File: src/rtl/uart_rx_oversampled.sv
// UART receiver, 8N1, oversampled by the system clock.
// The line is synchronised, a falling edge starts a frame, the start bit is
// re-checked at its centre, and then data and stop bits are sampled one bit
// period apart. A single-entry output buffer with valid/ready handshake holds
// the received byte; framing errors and overruns are reported as one-cycle pulses.
module uart_rx_oversampled #(
  parameter int clk_freq  = 1000000,
  parameter int baud_rate = 9600
) (
  input  logic       clk,
  input  logic       rst,
  input  logic       rx,
  output logic [7:0] rx_data,
  output logic       rx_valid,
  input  logic       rx_ready,
  output logic       frame_err,
  output logic       overrun
);

  localparam int clkcount = clk_freq / baud_rate;
  localparam int half     = clkcount / 2;
  localparam int cnt_w    = (clkcount > 1) ? $clog2(clkcount) : 1;

  localparam logic [cnt_w-1:0] half_last = cnt_w'(half - 1);
  localparam logic [cnt_w-1:0] bit_last  = cnt_w'(clkcount - 1);
  localparam logic [cnt_w-1:0] cnt_one   = cnt_w'(1);

  typedef enum logic [1:0] {IDLE, START, DATA, STOP} state_t;

  state_t           state_reg;
  logic [cnt_w-1:0] cnt_reg;
  logic [2:0]       bit_idx_reg;
  logic [7:0]       shift_reg;
  logic             done_reg;      // stop bit was sampled on the previous edge
  logic             stop_bit_reg;  // value of that stop-bit sample
  logic [2:0]       sync_reg;      // [1] = rx_s, [2] = rx_s_d
  logic             rx_s;
  logic             rx_s_d;

  assign rx_s   = sync_reg[1];
  assign rx_s_d = sync_reg[2];

  // Two-flop synchroniser plus one extra delay stage for falling-edge detection.
  // Reset to idle-high so a line already low after reset reads as a fresh edge.
  always_ff @(posedge clk) begin
    if (!rst) begin
      sync_reg <= 3'b111;
    end else begin
      sync_reg <= {sync_reg[1:0], rx};
    end
  end

  // Frame FSM, output buffer and status pulses.
  always_ff @(posedge clk) begin
    if (!rst) begin
      state_reg    <= IDLE;
      cnt_reg      <= '0;
      bit_idx_reg  <= '0;
      shift_reg    <= '0;
      done_reg     <= 1'b0;
      stop_bit_reg <= 1'b0;
      rx_data      <= 8'h00;
      rx_valid     <= 1'b0;
      frame_err    <= 1'b0;
      overrun      <= 1'b0;
    end else begin
      frame_err <= 1'b0;
      overrun   <= 1'b0;
      done_reg  <= 1'b0;

      // Consumer handshake empties the buffer; a load below may refill it.
      if (rx_valid && rx_ready) begin
        rx_valid <= 1'b0;
      end

      // Deliver the frame one edge after its stop bit was sampled.
      if (done_reg) begin
        if (!stop_bit_reg) begin
          frame_err <= 1'b1;
        end else if (!rx_valid || rx_ready) begin
          rx_data  <= shift_reg;
          rx_valid <= 1'b1;
        end else begin
          overrun <= 1'b1;
        end
      end

      case (state_reg)
        IDLE: begin
          if (!rx_s && rx_s_d) begin
            state_reg <= START;
            cnt_reg   <= '0;
          end
        end
        START: begin
          if (cnt_reg == half_last) begin
            cnt_reg <= '0;
            if (!rx_s) begin
              state_reg   <= DATA;
              bit_idx_reg <= '0;
            end else begin
              state_reg <= IDLE;
            end
          end else begin
            cnt_reg <= cnt_reg + cnt_one;
          end
        end
        DATA: begin
          if (cnt_reg == bit_last) begin
            cnt_reg   <= '0;
            shift_reg <= {rx_s, shift_reg[7:1]};
            if (bit_idx_reg == 3'd7) begin
              state_reg <= STOP;
            end else begin
              bit_idx_reg <= bit_idx_reg + 3'd1;
            end
          end else begin
            cnt_reg <= cnt_reg + cnt_one;
          end
        end
        STOP: begin
          if (cnt_reg == bit_last) begin
            cnt_reg      <= '0;
            done_reg     <= 1'b1;
            stop_bit_reg <= rx_s;
            state_reg    <= IDLE;
          end else begin
            cnt_reg <= cnt_reg + cnt_one;
          end
        end
        default: state_reg <= IDLE;
      endcase
    end
  end

endmodule
File: config.mk
export PLATFORM = sky130hd
export DESIGN_NAME = uart_rx_oversampled
export DESIGN_NICKNAME = d
export VERILOG_FILES = /design/src/rtl/uart_rx_oversampled.sv
export SDC_FILE = /design/constraint.sdc
export NUM_CORES = 1
export LEC_CHECK = 0
export BUFFER_PORTS_ARGS = -buffer_cell sky130_fd_sc_hd__buf_2
export CORE_ASPECT_RATIO = 0.9
export CORE_MARGIN = 4
export CORE_UTILIZATION = 36
export DETAILED_ROUTE_END_ITERATION = 10
export SETUP_SLACK_MARGIN = 0.4
export SYNTH_ARGS = -nofsm -noshare
export SYNTH_HDL_FRONTEND = slang
export SYNTH_SLANG_ARGS = --single-unit
File: constraint.sdc
create_clock -name clk -period 3 [get_ports clk]
set_clock_uncertainty 0.2 [all_clocks]
set_input_delay 0.3 -clock clk [delete_from_list [all_inputs] [get_ports clk]]
set_output_delay 0.3 -clock clk [all_outputs]
set_load 0.05 [all_outputs]
==> flow_metrics.env <==
export IMPL_status="completed"
export IMPL_cp_required_ps=3000
export IMPL_vias_per_cell=5.23
export IMPL_power_density_nw_per_um2=532
export IMPL_hold_class="in2reg"
export IMPL_grtUsageTotal_pct=11.4
export IMPL_drc_errors=0
export IMPL_finalSetupViolations=0
export IMPL_period_needed_ps=2430
export IMPL_die_h_um=69.8
export IMPL_layout_drive_gt1_share_pct=15.1
export IMPL_p_leak_nw=0.651
export IMPL_ys_ff_latch=36
export IMPL_timing_setup_tns_ps=0
export IMPL_clkTransAtPathRegs_ps=80
export IMPL_post_route_period_util_pct=80.9
export IMPL_drt_iter0_drc=90
export IMPL_critPathCaptureType="register"
export IMPL_grt_pass1_vias=1113
export IMPL_crit_start="cnt_reg[0]"
export IMPL_areaGrowthSynthToFinish_pct=13.3
export IMPL_yosysWarnings=0
export IMPL_htree_levels=2
export IMPL_die_x_um=76.7
export IMPL_numCtsBuffers=5
export IMPL_vdd_drop_max_mv=0.241
export IMPL_ys_types=35
export IMPL_hold_viol=0
export IMPL_slew_viol_final=0
export IMPL_crit_family="simple AND/OR/NAND/NOR gates"
export IMPL_avgRoutedWirePerCell_um=12.6
export IMPL_diodes=0
export IMPL_cts_tree="yes"
export IMPL_hpwlAfterDp_um=1930
export IMPL_syn_area_per_cell_um2=8.93
export IMPL_crit_arrival_ps=2420
export IMPL_cts_sinks=36
export IMPL_synth_edf_count=0
export IMPL_ios=15
export IMPL_critPathLaunchType="register"
export IMPL_io_buffer_count=14
export IMPL_slew_headroom_pct=34.8
export IMPL_die_area_um2=5350
export IMPL_nets=193
export IMPL_holdWs_ps=39.6
export IMPL_grt_pass1_wl_um=5010
export IMPL_ys_seq_area_share_pct=47.2
export IMPL_clk_insertion_delay_late_ps=280
export IMPL_max_freq_mhz=412
export IMPL_synth_area_um2=1530
export IMPL_critical_path_class="reg2reg"
export IMPL_core_um2=4070
export IMPL_async_flop_share_pct=0
export IMPL_totalWireLength_um=2950
export IMPL_drt_pass1_iter_count=5
export IMPL_overflow=0
export IMPL_postCtsSetupBuffers=0
export IMPL_maxCapViolCount=0
export IMPL_row_count=22
export IMPL_start_util_pct=37.5
export IMPL_r2r_setup_slack_ps=570
export IMPL_path_buf_inv=0
export IMPL_num_vias=1224
export IMPL_clock_root_buffer="clkbuf_8"
export IMPL_antenna_found_initial=0
export IMPL_cpPeakStageDelay_ps=480
export IMPL_ant_nets=0
export IMPL_r2r_start="cnt_reg[0]"
export IMPL_tightest_slew_ps=976
export IMPL_clock_path_buffers=2
export IMPL_cpMaxStageDelayCell="nand4_1"
export IMPL_synth_cells=171
export IMPL_min_from="rst"
export IMPL_synth_main_ff_cell="dfxtp_1"
export IMPL_cp_max_fo=12
export IMPL_rsz0062_at_grt="false"
export IMPL_crit_chain="ha_1, and3b_1, nand4_1, or3_1, a21oi_1"
export IMPL_grt_max_degree=32
export IMPL_gp_congestion=0.704
export IMPL_syn_num_nets=179
-- worst reg2reg max path: stages (launching register included) --
cell	delay [ps]
dfxtp_1	440
ha_1	210
and3b_1	380
nand4_1	490
or3_1	480
a21oi_1	140
-- through the flow --
stage	setup slack [ps]	power [mW]	instance area, um2	instances	utilization, %
2_1_floorplan	1210	0.505	1530	171	-
3_3_place_gp	769	0.511	1610	225	39.5
3_5_place_dp	658	0.511	1610	225	39.5
4_1_cts	635	0.931	1730	234	42.5
5_1_grt	405	0.955	1730	234	42.5
6_report	574	0.921	1730	234	42.5
-- cell type report --
cell class	instances	area, um2
clock buffers	5	68.8
clock inverters	3	42.5
fillers	403	2340
inverters	4	15.0
multi-input cells	123	744
flip-flops and latches	36	721
well taps	48	60.1
repair buffers	15	80.1
-- repair_timing --
| action | 4_1_cts | 5_1_grt |
|---|---|---|
| hold endpoints to repair | 1 | 0 |
| hold buffers | 1 | 0 |
| endpoints found under the setup margin | 0 | 1 |
| gates resized for setup | 0 | 0 |
-- synth_stat cells (all sizes together), types with 2 or more instances --
library cell   n  share of area, %
nor2          18               4.6
buf            4               2.1
nand3b         2              0.98
ha             4               3.3
and4           2               1.2
clkbuf         4              0.98
o21ai          5               1.6
inv            4              0.98
o211ai         4               2.0
dfxtp         36                47
nand2b         3               1.2
nand4          3               1.2
nand2         26               6.4
a31oi          3               1.2
o22ai          3               1.2
nand3          3              0.98
and3           2              0.90
and3b          2               1.1
a21oi         20               6.6
nor2b          4               1.6
mux2i          9               5.9
-- routing by layer --
metal	GRT usage (%)	wire, um
met1	15.0	1510
met2	16.7	1270
met3	3.64	114
met5	0	0
met4	5.43	52
-- kinds of logic (layout without fill, tap and decap cells) --
group | count (synthesis) | count (layout) | synth area share, %
adders and majority gates | 4 | 4 | 3.28
muxes | 9 | 9 | 5.90
and+or+nand+nor | 71 | 71 | 23.0
DFF | 36 | 36 | 47.2
AOI/OAI and AO/OA | 39 | 39 | 16.5
buffers and inverters | 12 | 27 | 4.09
-- final timing paths --
check | to | cells past startpoint
worst max-delay path | bit_idx_reg[0] | 5
worst min-delay path | sync_reg[1] | 2
worst max register to register | bit_idx_reg[0] | 5
worst min register to register | sync_reg[1] | 1
-- power breakdown --
part           switching [mW]  internal [mW]
Combinational          0.0123        0.00586
Clock                   0.174          0.246
Sequential            0.00276          0.480
Total                   0.190          0.732
-- cells in the final DEF (no fill, tap or decap), types with 5 or more instances in the layout --
master	instances
buf_2	14
nand2_1	26
o21ai_0	5
a21oi_1	20
dfxtp_1	36
nor2_1	17
clkbuf_8	5
mux2i_1	9
Note: power is estimated with default switching activity, not from simulation.
